## config.mk

```make
export PLATFORM = sky130hd
export DESIGN_NAME = sha256_msg_padder_flat
export DESIGN_NICKNAME = d
export VERILOG_FILES = /design/src/rtl/sha256_pkg.sv /design/src/rtl/sha256_msg_padder_if.sv /design/src/rtl/sha256_pad_word_gen.sv /design/src/rtl/sha256_msg_padder.sv /design/src/flat_wrapper.sv
export SDC_FILE = /design/constraint.sdc
export NUM_CORES = 1
export LEC_CHECK = 0
export ABC_AREA = 1
export ABC_CLOCK_PERIOD_IN_PS = 8400
export CAP_MARGIN = 20
export CELL_PAD_IN_SITES_DETAIL_PLACEMENT = 0
export CELL_PAD_IN_SITES_GLOBAL_PLACEMENT = 1
export CORE_ASPECT_RATIO = 2
export CORE_MARGIN = 3
export CORE_UTILIZATION = 30
export CTS_CLUSTER_DIAMETER = 60
export DETAILED_ROUTE_END_ITERATION = 8
export GPL_TIMING_DRIVEN = 0
export HOLD_SLACK_MARGIN = 0.06
export PLACE_DENSITY_LB_ADDON = 0.15
export SLEW_MARGIN = 15
export SYNTH_ARGS = -nofsm -noshare
export SYNTH_HDL_FRONTEND = slang
export SYNTH_SLANG_ARGS = --single-unit
```

## constraint.sdc

```tcl
create_clock -name clk -period 8.4 [get_ports clk]
set_clock_uncertainty 0.2 [all_clocks]
set_input_delay 2.52 -clock clk [delete_from_list [all_inputs] [get_ports clk]]
set_output_delay 2.52 -clock clk [all_outputs]
set_load 0.05 [all_outputs]
```

## src/rtl/sha256_pkg.sv

```systemverilog
// Shared types and constants for the SHA-256 message padder.
package sha256_pkg;

  localparam int unsigned ADDR_W             = 16;
  localparam int unsigned DATA_W             = 32;
  localparam int unsigned NB_W               = 8;
  localparam int unsigned SHA256_BLOCK_WORDS = 16;
  localparam int unsigned BLOCK_SHIFT        = $clog2(SHA256_BLOCK_WORDS);

  localparam logic [DATA_W-1:0] SHA256_PAD_WORD = 32'h8000_0000;
  localparam logic [ADDR_W-1:0] MAX_WORDS       = 16'd2032;

  typedef enum logic [2:0] {
    IDLE,
    RD,
    WAIT,
    WR,
    PAD,
    DONE
  } padder_state_e;

  // Blocks needed for a message plus the 0x80 word and two length words.
  function automatic logic [NB_W-1:0] blocks_for_words(input logic [ADDR_W-1:0] words);
    logic [ADDR_W:0] total;
    total = (ADDR_W+1)'(words) + (ADDR_W+1)'(3) + (ADDR_W+1)'(SHA256_BLOCK_WORDS - 1);
    return NB_W'(total >> BLOCK_SHIFT);
  endfunction

endpackage

```

## src/rtl/sha256_msg_padder_if.sv

```systemverilog
// Control and memory-port bundle between the padder and its environment.
interface sha256_msg_padder_if;
  import sha256_pkg::*;

  logic              start;
  logic [ADDR_W-1:0] message_addr;
  logic [ADDR_W-1:0] output_addr;
  logic [ADDR_W-1:0] msg_words;
  logic              done;
  logic [NB_W-1:0]   num_blocks;
  logic              mem_clk;
  logic              mem_we;
  logic [ADDR_W-1:0] mem_addr;
  logic [DATA_W-1:0] mem_write_data;
  logic [DATA_W-1:0] mem_read_data;

  modport master (
    input  start, message_addr, output_addr, msg_words, mem_read_data,
    output done, num_blocks, mem_clk, mem_we, mem_addr, mem_write_data
  );

  modport slave (
    output start, message_addr, output_addr, msg_words, mem_read_data,
    input  done, num_blocks, mem_clk, mem_we, mem_addr, mem_write_data
  );

endinterface

```

## src/rtl/sha256_pad_word_gen.sv

```systemverilog
// Combinational pad/length word for position idx of the padded output.
module sha256_pad_word_gen
  import sha256_pkg::*;
(
  input  logic [ADDR_W-1:0] idx,
  input  logic [ADDR_W-1:0] msg_words,
  input  logic [ADDR_W-1:0] out_words,
  output logic [DATA_W-1:0] pad_word_c
);

  logic [63:0] len_bits;

  assign len_bits = 64'(msg_words) << 5;

  // Marker word sits right after the message; length occupies the last two words.
  always_comb begin
    pad_word_c = '0;
    if (idx == msg_words) begin
      pad_word_c = SHA256_PAD_WORD;
    end else if (idx == out_words - ADDR_W'(2)) begin
      pad_word_c = len_bits[63:32];
    end else if (idx == out_words - ADDR_W'(1)) begin
      pad_word_c = len_bits[31:0];
    end
  end

endmodule

```

## src/rtl/sha256_msg_padder.sv

```systemverilog
// Copies a message word by word, then appends SHA-256 padding and bit length.
// Optional SHA256_PADDER_BSWAP_EN: byte-reverse copied message words.
module sha256_msg_padder
  import sha256_pkg::*;
(
  input  logic                      clk,
  input  logic                      reset_n,
  sha256_msg_padder_if.master       bus
);

  padder_state_e     state_q, state_d;
  logic [ADDR_W-1:0] idx_q, idx_d;
  logic [ADDR_W-1:0] msg_addr_q, msg_addr_d;
  logic [ADDR_W-1:0] out_addr_q, out_addr_d;
  logic [ADDR_W-1:0] msg_words_q, msg_words_d;
  logic [NB_W-1:0]   num_blocks_q, num_blocks_d;
  logic              mem_we_q, mem_we_d;
  logic [ADDR_W-1:0] mem_addr_q, mem_addr_d;
  logic [DATA_W-1:0] wdata_q, wdata_d;
  logic              done_q, done_d;

  logic [ADDR_W-1:0] req_words_c;
  logic [ADDR_W-1:0] out_words_c;
  logic [ADDR_W-1:0] idx_inc_c;
  logic [DATA_W-1:0] pad_word_c;
  logic [DATA_W-1:0] copy_word_c;

  assign req_words_c = (bus.msg_words > MAX_WORDS) ? MAX_WORDS : bus.msg_words;
  assign out_words_c = ADDR_W'(num_blocks_q) << BLOCK_SHIFT;
  assign idx_inc_c   = idx_q + ADDR_W'(1);

`ifdef SHA256_PADDER_BSWAP_EN
  assign copy_word_c = {bus.mem_read_data[7:0],   bus.mem_read_data[15:8],
                        bus.mem_read_data[23:16], bus.mem_read_data[31:24]};
`else
  assign copy_word_c = bus.mem_read_data;
`endif

  sha256_pad_word_gen u_pad_word_gen (
    .idx        (idx_q),
    .msg_words  (msg_words_q),
    .out_words  (out_words_c),
    .pad_word_c (pad_word_c)
  );

  always_ff @(posedge clk or negedge reset_n) begin
    if (!reset_n) begin
      state_q      <= IDLE;
      idx_q        <= '0;
      msg_addr_q   <= '0;
      out_addr_q   <= '0;
      msg_words_q  <= '0;
      num_blocks_q <= '0;
      mem_we_q     <= 1'b0;
      mem_addr_q   <= '0;
      wdata_q      <= '0;
      done_q       <= 1'b0;
    end else begin
      state_q      <= state_d;
      idx_q        <= idx_d;
      msg_addr_q   <= msg_addr_d;
      out_addr_q   <= out_addr_d;
      msg_words_q  <= msg_words_d;
      num_blocks_q <= num_blocks_d;
      mem_we_q     <= mem_we_d;
      mem_addr_q   <= mem_addr_d;
      wdata_q      <= wdata_d;
      done_q       <= done_d;
    end
  end

  // Read data for an address registered in RD arrives in time for WR's edge.
  always_comb begin
    state_d      = state_q;
    idx_d        = idx_q;
    msg_addr_d   = msg_addr_q;
    out_addr_d   = out_addr_q;
    msg_words_d  = msg_words_q;
    num_blocks_d = num_blocks_q;
    mem_we_d     = 1'b0;
    mem_addr_d   = mem_addr_q;
    wdata_d      = wdata_q;

    case (state_q)
      IDLE: begin
        if (bus.start) begin
          msg_addr_d   = bus.message_addr;
          out_addr_d   = bus.output_addr;
          msg_words_d  = req_words_c;
          num_blocks_d = blocks_for_words(req_words_c);
          idx_d        = '0;
          state_d      = (req_words_c != '0) ? RD : PAD;
        end
      end
      RD: begin
        mem_addr_d = msg_addr_q + idx_q;
        state_d    = WAIT;
      end
      WAIT: begin
        state_d = WR;
      end
      WR: begin
        mem_we_d   = 1'b1;
        mem_addr_d = out_addr_q + idx_q;
        wdata_d    = copy_word_c;
        idx_d      = idx_inc_c;
        state_d    = (idx_inc_c < msg_words_q) ? RD : PAD;
      end
      PAD: begin
        mem_we_d   = 1'b1;
        mem_addr_d = out_addr_q + idx_q;
        wdata_d    = pad_word_c;
        idx_d      = idx_inc_c;
        if (idx_q == out_words_c - ADDR_W'(1)) begin
          state_d = DONE;
        end
      end
      DONE: begin
        if (!bus.start) begin
          state_d = IDLE;
        end
      end
      default: begin
        state_d = IDLE;
      end
    endcase

    done_d = (state_d == DONE);
  end

  assign bus.done           = done_q;
  assign bus.num_blocks     = num_blocks_q;
  assign bus.mem_clk        = clk;
  assign bus.mem_we         = mem_we_q;
  assign bus.mem_addr       = mem_addr_q;
  assign bus.mem_write_data = wdata_q;

endmodule

```

## src/flat_wrapper.sv

```systemverilog
// flat-port wrapper written by rule: the top's interface ports become plain ports
module sha256_msg_padder_flat import sha256_pkg::*;
  (clk, reset_n, bus_start, bus_message_addr, bus_output_addr, bus_msg_words, bus_mem_read_data, bus_done, bus_num_blocks, bus_mem_clk, bus_mem_we, bus_mem_addr, bus_mem_write_data);
  sha256_msg_padder_if bus_i ();
  input  logic clk;
  input  logic reset_n;
  input wire logic [$bits(bus_i.start)-1:0] bus_start;
  input wire logic [$bits(bus_i.message_addr)-1:0] bus_message_addr;
  input wire logic [$bits(bus_i.output_addr)-1:0] bus_output_addr;
  input wire logic [$bits(bus_i.msg_words)-1:0] bus_msg_words;
  input wire logic [$bits(bus_i.mem_read_data)-1:0] bus_mem_read_data;
  output wire logic [$bits(bus_i.done)-1:0] bus_done;
  output wire logic [$bits(bus_i.num_blocks)-1:0] bus_num_blocks;
  output wire logic [$bits(bus_i.mem_clk)-1:0] bus_mem_clk;
  output wire logic [$bits(bus_i.mem_we)-1:0] bus_mem_we;
  output wire logic [$bits(bus_i.mem_addr)-1:0] bus_mem_addr;
  output wire logic [$bits(bus_i.mem_write_data)-1:0] bus_mem_write_data;
  assign bus_i.start = bus_start;
  assign bus_i.message_addr = bus_message_addr;
  assign bus_i.output_addr = bus_output_addr;
  assign bus_i.msg_words = bus_msg_words;
  assign bus_i.mem_read_data = bus_mem_read_data;
  assign bus_done = bus_i.done;
  assign bus_num_blocks = bus_i.num_blocks;
  assign bus_mem_clk = bus_i.mem_clk;
  assign bus_mem_we = bus_i.mem_we;
  assign bus_mem_addr = bus_i.mem_addr;
  assign bus_mem_write_data = bus_i.mem_write_data;
  sha256_msg_padder u_core (.clk(clk), .reset_n(reset_n), .bus(bus_i));
endmodule
```

### After elaboration in Yosys (flattened, before gate mapping)

Cells that the tools add are included.

* add/sub/neg operators: 7
* $lt $le $gt $ge: 2
* eq/ne operators: 10
* muxes and demuxes: 15
* reduce and logical (&&, ||, !) cells: 8

Operators with widths (count)
* case mux 16 bit (2 select lines): 2
* case mux 32 bit (2 select lines): 1
* == test 16 bit: 3
* 2-to-1 mux 21 bit: 2
* adder 16 bit: 2
* 2-to-1 mux 16 bit: 2
* 2-to-1 mux 32 bit: 1
* case mux 3 bit (6 select lines): 1
* adder 16 x 1 -> 16 bit, second input constant: 1
* > comparator 16 x 11 -> 1 bit, second input constant: 1
* less-than comparator 16 bit: 1
* nonzero test 16 bit: 1
* 2-to-1 mux 3 bit: 5
* subtractor 12 x 1 -> 13 bit, second input constant: 1
* subtractor 12 x 2 -> 13 bit, second input constant: 1
* adder 12 x 2 -> 12 bit, second input constant: 1
* adder 12 x 4 -> 12 bit, second input constant: 1
* == test 3 bit, second input constant: 3
* == test 3 x 2 -> 1 bit, second input constant: 2
* nonzero test 2 bit: 3
* AND reduction 2 bit: 2
* == test 3 x 1 -> 1 bit, second input constant: 1
* zero test 3 bit: 1
* != test 2 bit, second input constant: 1
* 2 further kinds: 2

* register bits: 125
* bits of input ports: 83
* output and inout bits: 59

### Logic depth before layout (Yosys ltp)

Gate-level depths: netlist of the first run.

* depth after elaboration: 7
* gate-level depth with buffers: 20

### By module

Synthesis of the first run repeated with hierarchy kept, for this count alone.

* cells, all modules: 1203
* area, all modules: 8488.1 µm²

Modules (own cells, without submodules)
* sha256_msg_padder: times used 1, cells an instance 972, area an instance 7215.7 µm², sequential area each 3128.0 µm²
* sha256_pad_word_gen: times used 1, cells an instance 231, area an instance 1272.5 µm², sequential area each 0.0 µm²

==> results, run 1 <==
- The Yosys step of the flow raised 0 warnings.
- Of the total power, registers draw 0.268.
- The remaining antenna violation count after routing is 0.
- Using the TritonRoute via totals, the vias-per-cell ratio works out to between 4 and 5.
- The net count after synthesis is 1054.
- The post-synthesis cell count is 936.
- The critical path data required time is 5.68 ns.
- The latest clock arrival within the worst-skew pair is ~0.55 ns.
- The path with the worst hold slack has its endpoint at u_core.out_addr_q[0].
- In this run the static leakage power is approximately 4.7 nW.
- The area growth from synthesis to final layout is 34.10%.
- The arrival time of the worst setup path is roughly 5.3 ns.
- The number of design-rule violations left by the first detailed-router iteration is roughly 220.
- The path class of the tightest hold or removal check is reg -> reg.
- The maximum number of pins on one net before global-route repair is between 90 and 100.
- Dividing total power by cell area gives a power density of between 400 and 500 nW/µm².
- Setup violations remaining at the end of the flow were counted as 0.
- The floorplan step defined a die boundary enclosing roughly 26000 µm².
- The remaining max-slew budget at the tightest pin is 0.5372.
- After clock tree synthesis, the setup repair step added 0 buffers.
- TritonCTS built the clock tree.
- At the pin with the least slew margin, the transition time is between 0.6 and 0.7 ns.
- The fraction of layout cells with a size suffix above 1 is 0.06475.
- The overall track demand over capacity in global routing is 0.2068.
- The proportion of total power due to net switching is 0.4823.
- The leading cell type in the layout, fill and taps excluded is sky130_fd_sc_hd__nand2_1.
- IR analysis of the VDD net gives a maximum drop of 220.6 µV.
- Of the post-synthesis cell area, the dominant cell type holds 0.4361.
- The global placer's final weighted congestion is around 0.86.
- The share of total power dissipated in combinational logic is 0.525.
- The start point of the critical path is clk.
- For this configuration, the core starts out at a cell density of 0.3062.
- The clock transition at the register clock pins on the worst setup and hold paths after CTS is ~0.050 ns.
- Setup slack on the worst reg-to-reg path comes out at 4.41 ns.
- The final number of max-transition violations is 0.
- The floorplan core area is approximately 23000 µm².
- The first-pass GRT wire length is 39660 µm.
- The biggest fanout along the worst timing path is 2.
- The cell row count is between 70 and 80.
- The count of cells along the worst hold path is 2.
- Buffers placed on the I/O ports in this run total 141.
- The number of global-route vias before repair is 7236.
- The slack of the critical path is ~0.43 ns.
- Once detailed placement completed, the half-perimeter wirelength came to ~20000 µm.
- The uppermost layer routed is met4.
- The design draws between 3 and 4 mW.
- The count of distinct cell types in the synthesized netlist is between 40 and 50.
- The total length of routed met2 wires is around 14000 µm.
- The area of the mapped netlist is about 7200 µm².
- Measured along the x axis, the die boundary spans around 120 µm.
- STA classifies the critical path startpoint as a clock port.
- Setup repair after global routing left no endpoint under its margin.
- The proportion of synthesized flip-flops having asynchronous set or reset is 1.000.
- The switching power is 1.922 mW.
- The number of hold buffers added after CTS was 0.
- The hold slack is around 0.27 ns.
- The final global-route overflow total is 0.
- For this design the top-level I/O count stands at roughly 140.
- Ranked by total cell area, the synthesized netlist is headed by sky130_fd_sc_hd__dfrtp_1 (44%), sky130_fd_sc_hd__nand2_1 (16%), sky130_fd_sc_hd__ha_1 (5.9%).
- The initial antenna violation count is 0.
- The critical hold path startpoint is u_core.out_addr_q[0].
- The worst register-to-register path begins at u_core.state_q[2].
- The number of gates resized after CTS was 0.
- The detailed-router iteration count before antenna repair is 4.
- The category of the critical setup timing path is clk -> out.
- The power share of the clock group is 0.208.
- In this run the critical register-to-register path is captured at u_core.bus.mem_addr[12].
- Measured along the y axis, the die boundary spans around 220 µm.
- The flow ran to the end, and the final reports show no timing, DRC or antenna violations.
- The worst register-to-register path has a depth of 20.
- Among all flip-flop cells after synthesis, the most frequent one is sky130_fd_sc_hd__dfrtp_1.
- The sort of element at the end of the critical path is an output pin.
- A synthesized cell averages around 7.7 µm².
- For this block, the via count after detailed routing is about 7000.
- The sequential cell area fraction in the yosys report is 0.4361.
- The count of flip-flops with a built-in enable after synthesis is 0.
- The post-placement worst setup slack is 0.6945 ns.
- The number of failing hold endpoints at the final stage was 0.
- The core utilization of the finished layout is 0.4106.
- For this run, design rule violations remaining after detail routing come to 0.
- After detailed routing, the met3 layer carries around 890 µm of wire.
- The layout net count is 1218.
- In the final routing, the length of wire on met1 measures approximately 8700 µm.
- After detailed routing, the average wire length per cell comes to 18.05 µm.
- In the layout the commonest cells are sky130_fd_sc_hd__nand2_1 (305), sky130_fd_sc_hd__clkdlybuf4s50_1 (140), sky130_fd_sc_hd__dfrtp_1 (125).
- The synthesized design spends more area on one cell type than any other, namely sky130_fd_sc_hd__dfrtp_1.
- The fill cell instance count of the final layout is 2491.
- The cell-internal power is 2.063 mW.
- For this block, the routed nets add up to 25170 µm of wire.
- The register bit total from synthesis is around 130.
- The number of violations of the max-capacitance limit is 0.
- The number of antenna diodes is 0.
per-stage QoR:
step	TNS, ns	std cells	area, µm²
final	0	1395	9619
after global placement	-106.72	1360	8939
after global routing	0	1395	9619
after CTS	0	1395	9619
after detailed placement	0	1361	8971
after floorplan	0	936	7173
critical path, stage by stage:
cell and delay (ns):
sky130_fd_sc_hd__clkbuf_16 0.12, sky130_fd_sc_hd__clkbuf_16 0.13, sky130_fd_sc_hd__buf_4 0.12, sky130_fd_sc_hd__clkdlybuf4s50_1 0.69
cells in the mapped netlist (2+ instances only):
library cell               instances
sky130_fd_sc_hd__nand2_1         305
sky130_fd_sc_hd__dfrtp_1         125
sky130_fd_sc_hd__inv_1            85
sky130_fd_sc_hd__nor2_1           68
sky130_fd_sc_hd__o21ai_0          55
sky130_fd_sc_hd__a21oi_1          45
sky130_fd_sc_hd__nand3_1          38
sky130_fd_sc_hd__ha_1             34
sky130_fd_sc_hd__nand4_1          25
sky130_fd_sc_hd__clkbuf_1         20
sky130_fd_sc_hd__o21ai_1          17
sky130_fd_sc_hd__a22o_1           16
sky130_fd_sc_hd__xor2_1           16
sky130_fd_sc_hd__nor3_1           10
sky130_fd_sc_hd__inv_2             9
sky130_fd_sc_hd__o22ai_1           9
sky130_fd_sc_hd__buf_2             8
sky130_fd_sc_hd__xnor2_1           6
sky130_fd_sc_hd__nor2_2            5
sky130_fd_sc_hd__or2_2             4
sky130_fd_sc_hd__a21o_1            3
sky130_fd_sc_hd__a31oi_1           2
sky130_fd_sc_hd__buf_1             2
sky130_fd_sc_hd__nand3b_1          2
sky130_fd_sc_hd__nor2_4            2
sky130_fd_sc_hd__nor4_1            2
sky130_fd_sc_hd__o211ai_1          2
sky130_fd_sc_hd__o31ai_1           2
metal layers:
metal | up-vias | track usage
met3 | 58 | 0.04120
met1 | 3195 | 0.1959
li1 | 3391 | -
met5 | - | 0
met4 | 0 | 0.1232
met2 | 177 | 0.3950
sequential cells by signal, summed over array words and instances (netlist names), 3 cells and up:
register	flops
u_core.bus.mem_write_data	32
u_core.bus.num_blocks	8
u_core.out_addr_q	16
u_core.state_q	3
u_core.msg_addr_q	16
u_core.bus.mem_addr	16
u_core.idx_q	16
u_core.msg_words_q	16
cell type report:
class / count / area [µm²] / share of cell area
flip-flops and latches: 125 / 3128 / 0.3252
inverters: 95 / 356.6 / 0.03707
well taps: 283 / 354.1 / 0.03681
clock inverters: 6 / 57.56 / 0.005983
multi-input cells: 684 / 3543 / 0.3684
clock buffers: 29 / 600.6 / 0.06243
plain buffers: 32 / 145.1 / 0.01509
repair buffers: 141 / 1434 / 0.1491
power by group through the flow:
stage	sequential, mW	combinational, mW	clock (mW)
floorplan	1.41	1.02	0.0257
global placement	1.08	2.11	0.0341
detailed placement	1.07	2.13	0.0341
CTS	1.07	2.13	0.846
global route	1.10	2.33	0.873
finish	1.07	2.09	0.827
logic make-up after synthesis:
group / after synthesis / share of synthesized area
buffers and inverters: 127 / 0.06995
XOR/XNOR: 22 / 0.02686
adder cells (fa/ha/maj): 35 / 0.06210
AND/OR/NAND/NOR: 469 / 0.2786
AO/OA/AOI/OAI: 158 / 0.1265
flip-flops: 125 / 0.4361
worst max-delay path by stage:
stage                                          to  slack [ns]  depth (start not counted)
floorplan                             bus_mem_clk        1.31                          1
global placement    u_core.bus.mem_write_data[20]       -0.87                          1
detailed placement                    bus_mem_clk        0.69                          2
CTS                                   bus_mem_clk        0.42                          4
global route                          bus_mem_clk        0.41                          4
finish                                bus_mem_clk        0.43                          4
Note: power is estimated with default switching activity, not from simulation.
==> run 2, diff against run 1 <==
--- a/config.mk
+++ b/config.mk
@@ -11,7 +11,6 @@
 export CELL_PAD_IN_SITES_DETAIL_PLACEMENT = 0
 export CELL_PAD_IN_SITES_GLOBAL_PLACEMENT = 1
 export CORE_ASPECT_RATIO = 2
-export CORE_MARGIN = 3
 export CORE_UTILIZATION = 30
 export CTS_CLUSTER_DIAMETER = 60
 export DETAILED_ROUTE_END_ITERATION = 8
==> run 2 against run 1 <==
Against the previous run: the run now ends with DRC left; power increased by 1.8%; first-iteration DRC count is 6.7% higher; wire length shrank 1.4%; combinational power hardly changed; via count shrank 1.0%; sequential cell count unchanged; core utilization up 0.43 points; cell area up 0.61%; largest cell class unchanged; final cell count did not move; largest power group unchanged; critical endpoint unchanged; sequential share of layout area is 0.20 points lower.
==> results, run 2 (synthesized netlist as in run 1, its figures left out) <==
- The flow ran to the end, but the final reports show violations.
- The final reports fail on DRC.
- The number of design-rule violations left by the first detailed-router iteration came to 239 (+6.7%).
- The worst setup path is launched from a clock port.
- The global placer's final weighted congestion was 0.8032 (-6.7%).
- The floorplan core area was 23330 µm² (-0.42%).
- The arrival time of the worst setup path is 5.25 ns (about the same).
- The clock transition at the register clock pins on the worst setup and hold paths after CTS was 0.05 ns (about the same).
- The cell row count was 79 (unchanged).
- The initial antenna violation count is 0 (unchanged).
- The worst ir drop on vdd is 216.9 µV (-1.7%).
- The post-layout instance area is 9678 µm² (+0.61%).
- The fraction of layout cells with a size suffix above 1 was 0.06655 (+0.001799).
- The number of vias after detailed routing is 6752 (-1.0%).
- The layout net count was 1218 (unchanged).
- The worst setup path is captured at an output pin.
- The final cell count without fillers is 1395 (unchanged).
- The mean routed wirelength per cell is 17.79 µm (-1.4%).
- The critical hold path startpoint is u_core.msg_addr_q[6].
- The overall track demand over capacity in global routing is 0.2186 (+0.01176).
- The final wirelength is 24810 µm (-1.4%).
- The count of input and output buffers was 141 (unchanged).
- The startpoint of the worst register-to-register path is u_core.state_q[2].
- The number of buffers inserted by post-CTS setup repair is 0 (unchanged).
- The biggest fanout along the worst timing path is 2 (unchanged).
- The number of setup violations in the final report is 0 (unchanged).
- In this run the worst hold path is classified as reg -> reg.
- The worst register-to-register path ends at u_core.bus.mem_addr[12].
- The die area came to 24570 µm² (-5.2%).
- The sum of net half-perimeters after detailed placement is 19800 µm (-0.31%).
- The remaining antenna violation count after routing is 0 (unchanged).
- The area of placed instances is 8971 µm² (unchanged).
- The detailed-router iteration count before antenna repair is 6 (+2).
- The height of the chip is 220.7 µm (-1.8%).
- TritonCTS built the clock tree.
- The total leakage power was 4.755 nW (+0.56%).
- The critical path data required time was 5.68 ns (about the same).
- The top cell types in the final layout, fill and taps aside, are sky130_fd_sc_hd__nand2_1 (305), sky130_fd_sc_hd__clkdlybuf4s50_1 (140), sky130_fd_sc_hd__dfrtp_1 (125).
- The actual transition at the worst max-transition pin is 0.7299 ns (+0.03573 ns).
- The count of cells along the worst hold path is 2 (unchanged).
- The final global-route overflow total came to 0 (unchanged).
- The number of global-route vias before repair is 7232 (-0.055%).
- The mean number of vias per cell is 4.840 (-1.0%).
- The remaining max-slew budget at the tightest pin is 0.5134 (-0.02382).
- The quantity of hold-fixing buffers added after cts was 0 (unchanged).
- The worst reg-to-reg setup slack came to 4.47 ns (+0.06 ns).
- The final number of max-transition violations is 0 (unchanged).
- The latest clock arrival within the worst-skew pair is 0.55 ns (about the same).
- The post-detailed-route DRC marker count is 6 (+6).
- The number of gates resized after CTS is 0 (unchanged).
- The number of antenna diodes is 0 (unchanged).
- Compared with the post-synthesis result, the final layout area differs by 34.92%.
- Setup repair after global routing left no endpoint under its margin.
- The die width came to 111.3 µm (-3.5%).
- The number of violations of the max-capacitance limit came to 0 (unchanged).
- For hold timing, the worst endpoint is u_core.msg_addr_q[6].
- The maximum number of pins on one net before global-route repair was 70 (-28%).
- The count of cells along the worst register-to-register path is 20 (unchanged).
- The effective utilization at floorplan was 0.3075 (+0.001297).
- The total I/O pin count is 142 (unchanged).
- Leaving out fill and tap cells, the most frequent cell in the layout is sky130_fd_sc_hd__nand2_1.
- By startpoint and endpoint, the worst setup path is classified as clk -> out.
- The flip-flop count of the largest register, all copies and words added is 32 (unchanged).
- The total power divided by cell area was 419.3 nW/µm² (+1.2%).
- The first-pass GRT wire length is 39340 µm (-0.80%).
- The instance count after placement with tap cells included is 1361 (unchanged).
- The number of failing hold endpoints at the final stage is 0 (unchanged).
run 2: cell types whose count changed in the layout (fill, tap and decap cells not counted):
| cell | previous run | this run |
|---|---|---|
| sky130_fd_sc_hd__bufinv_16 | 1 | 4 |
| sky130_fd_sc_hd__clkbuf_8 | 6 | 3 |
| sky130_fd_sc_hd__clkinv_4 | 0 | 2 |
| sky130_fd_sc_hd__clkbuf_1 | 22 | 20 |
run 2: stage by stage:
step | hold WS [ns] | power (mW) | setup TNS (ns) | util | worst slack, ns
CTS | 0.2724 | 4.129 | 0 | 0.4149 | 0.4277
detailed placement | 0.2582 | 3.235 | 0 | 0.3846 | 0.6945
floorplan | 0.2422 | 2.460 | 0 | - | 1.313
global route | 0.2917 | 4.366 | 0 | 0.4149 | 0.4259
global placement | 0.2544 | 3.221 | -88.31 | 0.3832 | -0.7188
finish | 0.2696 | 4.058 | 0 | 0.4149 | 0.4337
run 2: cell type report:
cell class	count	area [µm²]
fill	2472	13650
multi-input combinational	684	3543
sequential	125	3128
timing repair buffer	141	1434
clock buffer	24	551.8
inverter	95	356.6
tap	283	354.1
clock inverter	11	165.2
buffer	32	145.1
run 2: worst max path at each step:
stage            start                endpoint  slack, ns  cells past startpoint
3_5_place_dp       clk             bus_mem_clk       0.69                      2
5_1_grt            clk             bus_mem_clk       0.43                      4
4_1_cts            clk             bus_mem_clk       0.43                      4
6_report           clk             bus_mem_clk       0.43                      4
2_1_floorplan      clk             bus_mem_clk       1.31                      1
3_3_place_gp   reset_n  u_core.msg_words_q[13]      -0.72                      1
run 2: power breakdown:
part | total, mW | internal (mW) | switching [mW]
sequential | 1.06 | 0.852 | 0.209
combinational | 2.10 | 0.688 | 1.41
clock | 0.899 | 0.590 | 0.309
run 2: metal layers:
| layer | track usage | up-vias | part of all wire |
|---|---|---|---|
| met2 | 0.4360 | 157 | 0.57 |
| met5 | 0 | - | 0 |
| met4 | 0.1374 | 0 | 0.051 |
| li1 | - | 3394 | - |
| met1 | 0.1959 | 3154 | 0.34 |
| met3 | 0.04766 | 47 | 0.039 |
run 2: worst max-delay path, cell delays in order:
cell                              delay, ns
sky130_fd_sc_hd__clkbuf_16             0.12
sky130_fd_sc_hd__clkbuf_16             0.13
sky130_fd_sc_hd__buf_4                 0.12
sky130_fd_sc_hd__clkdlybuf4s50_1       0.68
==> run 3, diff against run 2 <==
--- a/config.mk
+++ b/config.mk
@@ -12,6 +12,7 @@
 export CELL_PAD_IN_SITES_GLOBAL_PLACEMENT = 1
 export CORE_ASPECT_RATIO = 2
 export CORE_UTILIZATION = 30
+export CTS_BUF_LIST = sky130_fd_sc_hd__clkbuf_8
 export CTS_CLUSTER_DIAMETER = 60
 export DETAILED_ROUTE_END_ITERATION = 8
 export GPL_TIMING_DRIVEN = 0
==> run 3 against run 2 <==
Against the previous run: the flow still finishes with violations (DRC); die area unchanged; wire length about the same; register-to-register slack hardly changed; critical path type unchanged; cell area fell by 2.3%; critical endpoint unchanged.
==> results, run 3 (synthesized netlist as in run 1, its figures left out) <==
- The number of design-rule violations left by the first detailed-router iteration came to 266 (+11%).
- The type of origin of the critical path is a clock port.
- The post-placement worst setup slack is 0.6945 ns (unchanged).
- The number of buffers and inverters on the critical path is 4 (unchanged).
- In this run the worst hold path is classified as reg -> reg.
- The stage delay of the slowest cell on the critical path is 0.68 ns (about the same).
- The remaining antenna violation count after routing was 0 (unchanged).
- The number of failing hold endpoints at the final stage is 0 (unchanged).
- In the layout the commonest cells are sky130_fd_sc_hd__nand2_1 (305), sky130_fd_sc_hd__clkdlybuf4s50_1 (140), sky130_fd_sc_hd__dfrtp_1 (125).
- The global placer's final weighted congestion came to 0.8032 (unchanged).
- The start point of the critical path is clk.
- The worst register-to-register path ends at u_core.bus.mem_addr[12].
- The count of input and output buffers came to 141 (unchanged).
- The actual transition at the worst max-transition pin is 0.7191 ns (-0.01082 ns).
- The power share of the clock group is 0.174 (-0.048).
- The number of buffers inserted by post-CTS setup repair is 0 (unchanged).
- The sum of net half-perimeters after detailed placement came to 19800 µm (unchanged).
- The mean number of vias per cell is 4.820 (-0.41%).
- The slowest stage of the critical path belongs to the cell sky130_fd_sc_hd__clkdlybuf4s50_1.
- The path length in cells of the critical path is 4 (unchanged).
- The final global-route overflow total is 0 (unchanged).
- The proportion of total power due to net switching is 0.4962 (+0.02102).
- The termination of the worst setup path is bus_mem_clk.
- The number of gates resized after CTS is 0 (unchanged).
- The run finished, with violations left.
- The biggest fanout along the worst timing path is 2 (unchanged).
- The fraction of layout cells with a size suffix above 1 was 0.06655 (unchanged).
- The quantity of hold-fixing buffers added after cts is 0 (unchanged).
- The die width is 111.3 µm (unchanged).
- Relative to the synthesized area, the layout overhead comes to 31.78%.
- Traced cell by cell, the critical path runs through clkbuf_8 > clkbuf_8 > buf_4 > clkdlybuf4s50_1.
- The combinational share of power was 0.549 (+0.032).
- The mean routed wirelength per cell was 17.77 µm (about the same).
- The critical path data required time came to 5.68 ns (about the same).
- The post-detailed-route DRC marker count is 6 (unchanged).
- The total power divided by cell area was 404.3 nW/µm² (-3.6%).
- The remaining max-slew budget at the tightest pin was 0.5206 (+0.007215).
- The maximum number of pins on one net before global-route repair is 70 (unchanged).
- The first-pass GRT wire length is 39290 µm (-0.14%).
- The layout net count is 1218 (unchanged).
- The worst ir drop on vdd was 214.9 µV (-0.91%).
- The fill cell instance count of the final layout is 2492 (+0.81%).
- The latest clock arrival within the worst-skew pair is 0.58 ns (+0.03 ns).
- The arrival time of the worst setup path came to 5.22 ns (-0.03 ns).
- The effective utilization at floorplan is 0.3075 (unchanged).
- The checks that failed: DRC.
- The floorplan core area came to 23330 µm² (unchanged).
- The leading cell type in the layout, fill and taps excluded is sky130_fd_sc_hd__nand2_1.
- The die area is 24570 µm² (unchanged).
- The cell-internal power came to 1.926 mW (-9.6%).
- The height of the chip was 220.7 µm (unchanged).
- The flip-flop count of the largest register, all copies and words added is 32 (unchanged).
- The core utilization of the finished layout came to 0.4052 (-0.009655).
- The slack of the critical path is 0.4583 ns (+0.02463 ns).
- The number of setup violations in the final report is 0 (unchanged).
- The clock transition at the register clock pins on the worst setup and hold paths after CTS is 0.07 ns (+0.02 ns).
- The number of vias after detailed routing was 6724 (-0.41%).
- The sort of element at the end of the critical path is an output pin.
- The switching power was 1.897 mW (-1.7%).
- The count of cells along the worst register-to-register path was 20 (unchanged).
- The cell row count is 79 (unchanged).
- The final wirelength came to 24790 µm (about the same).
- The number of antenna diodes is 0 (unchanged).
- The total I/O pin count is 142 (unchanged).
- The cell seen most often among critical-path stages is sky130_fd_sc_hd__clkbuf_8.
- The final number of max-transition violations is 0 (unchanged).
- The startpoint of the worst register-to-register path is u_core.state_q[2].
- The worst reg-to-reg setup slack is 4.46 ns (about the same).
- The initial antenna violation count is 0 (unchanged).
- The sequential share of power is 0.277 (+0.016).
- The detailed-router iteration count before antenna repair came to 7 (+1).
- The top cell family by delay on the critical path is buffers and inverters.
- TritonCTS built the clock tree.
- The critical path is of the clk -> out type.
- The number of violations of the max-capacitance limit was 0 (unchanged).
- The total leakage power is 4.652 nW (-2.2%).
- The overall track demand over capacity in global routing is 0.2184 (about the same).
- The number of global-route vias before repair is 7201 (-0.43%).
- Setup repair after global routing left no endpoint under its margin.
==> run 3: cell count changes in the layout (fill, tap and decap cells not counted) <==
cell / before / now
sky130_fd_sc_hd__clkbuf_8: 3 / 23
sky130_fd_sc_hd__clkbuf_16: 20 / 0
==> run 3: worst min-delay path, delay by kind of cell (launching register included) <==
| kind | cells | cell delay (ns) |
|---|---|---|
| and+or+nand+nor | 2 | 0.10 |
| DFF | 1 | 0.34 |
==> run 3: power groups by stage <==
stage	Clock, mW	Sequential (mW)	Combinational [mW]
after floorplan	0.0257	1.41	1.02
after global placement	0.0341	1.07	2.12
after detailed placement	0.0341	1.07	2.13
after CTS	0.690	1.06	2.14
after global routing	0.710	1.09	2.33
final	0.666	1.06	2.10
==> run 3: through the flow <==
stage	setup TNS, ns	instances	power [mW]	hold slack, ns	instance area, µm²
final	0	1395	3.822	0.2730	9453
after global routing	0	1395	4.132	0.2957	9453
after CTS	0	1395	3.896	0.2767	9453
after detailed placement	0	1361	3.235	0.2582	8971
after global placement	-88.31	1360	3.221	0.2544	8939
after floorplan	0	936	2.460	0.2422	7173
==> run 3: per-layer routing <==
| metal | wire length, µm | track usage | vias up |
|---|---|---|---|
| li1 | - | - | 3388 |
| met1 | 8327 | 0.1936 | 3132 |
| met2 | 14010 | 0.4304 | 162 |
| met3 | 1020 | 0.04766 | 42 |
| met4 | 1434 | 0.1541 | 0 |
| met5 | 0 | 0 | - |
==> run 3: layout make-up <==
type                            count  area, µm²  area share
Inverter                           95      356.6     0.03772
Timing Repair Buffer              141       1434      0.1517
Multi-Input combinational cell    684       3543      0.3749
Clock inverter                     11      165.2     0.01747
Clock buffer                       24      326.6     0.03455
Sequential cell                   125       3128      0.3309
Buffer                             32      145.1     0.01535
Tap cell                          283      354.1     0.03746
==> run 3: how the worst min path moves through the flow <==
stage | from | to | cells after the start
6_report | u_core.msg_addr_q[6] | u_core.msg_addr_q[6] | 2
5_1_grt | u_core.out_addr_q[5] | u_core.out_addr_q[5] | 2
4_1_cts | u_core.out_addr_q[3] | u_core.out_addr_q[3] | 2
3_5_place_dp | u_core.out_addr_q[3] | u_core.out_addr_q[3] | 2
3_3_place_gp | u_core.out_addr_q[12] | u_core.out_addr_q[12] | 2
2_1_floorplan | u_core.msg_addr_q[0] | u_core.msg_addr_q[0] | 2
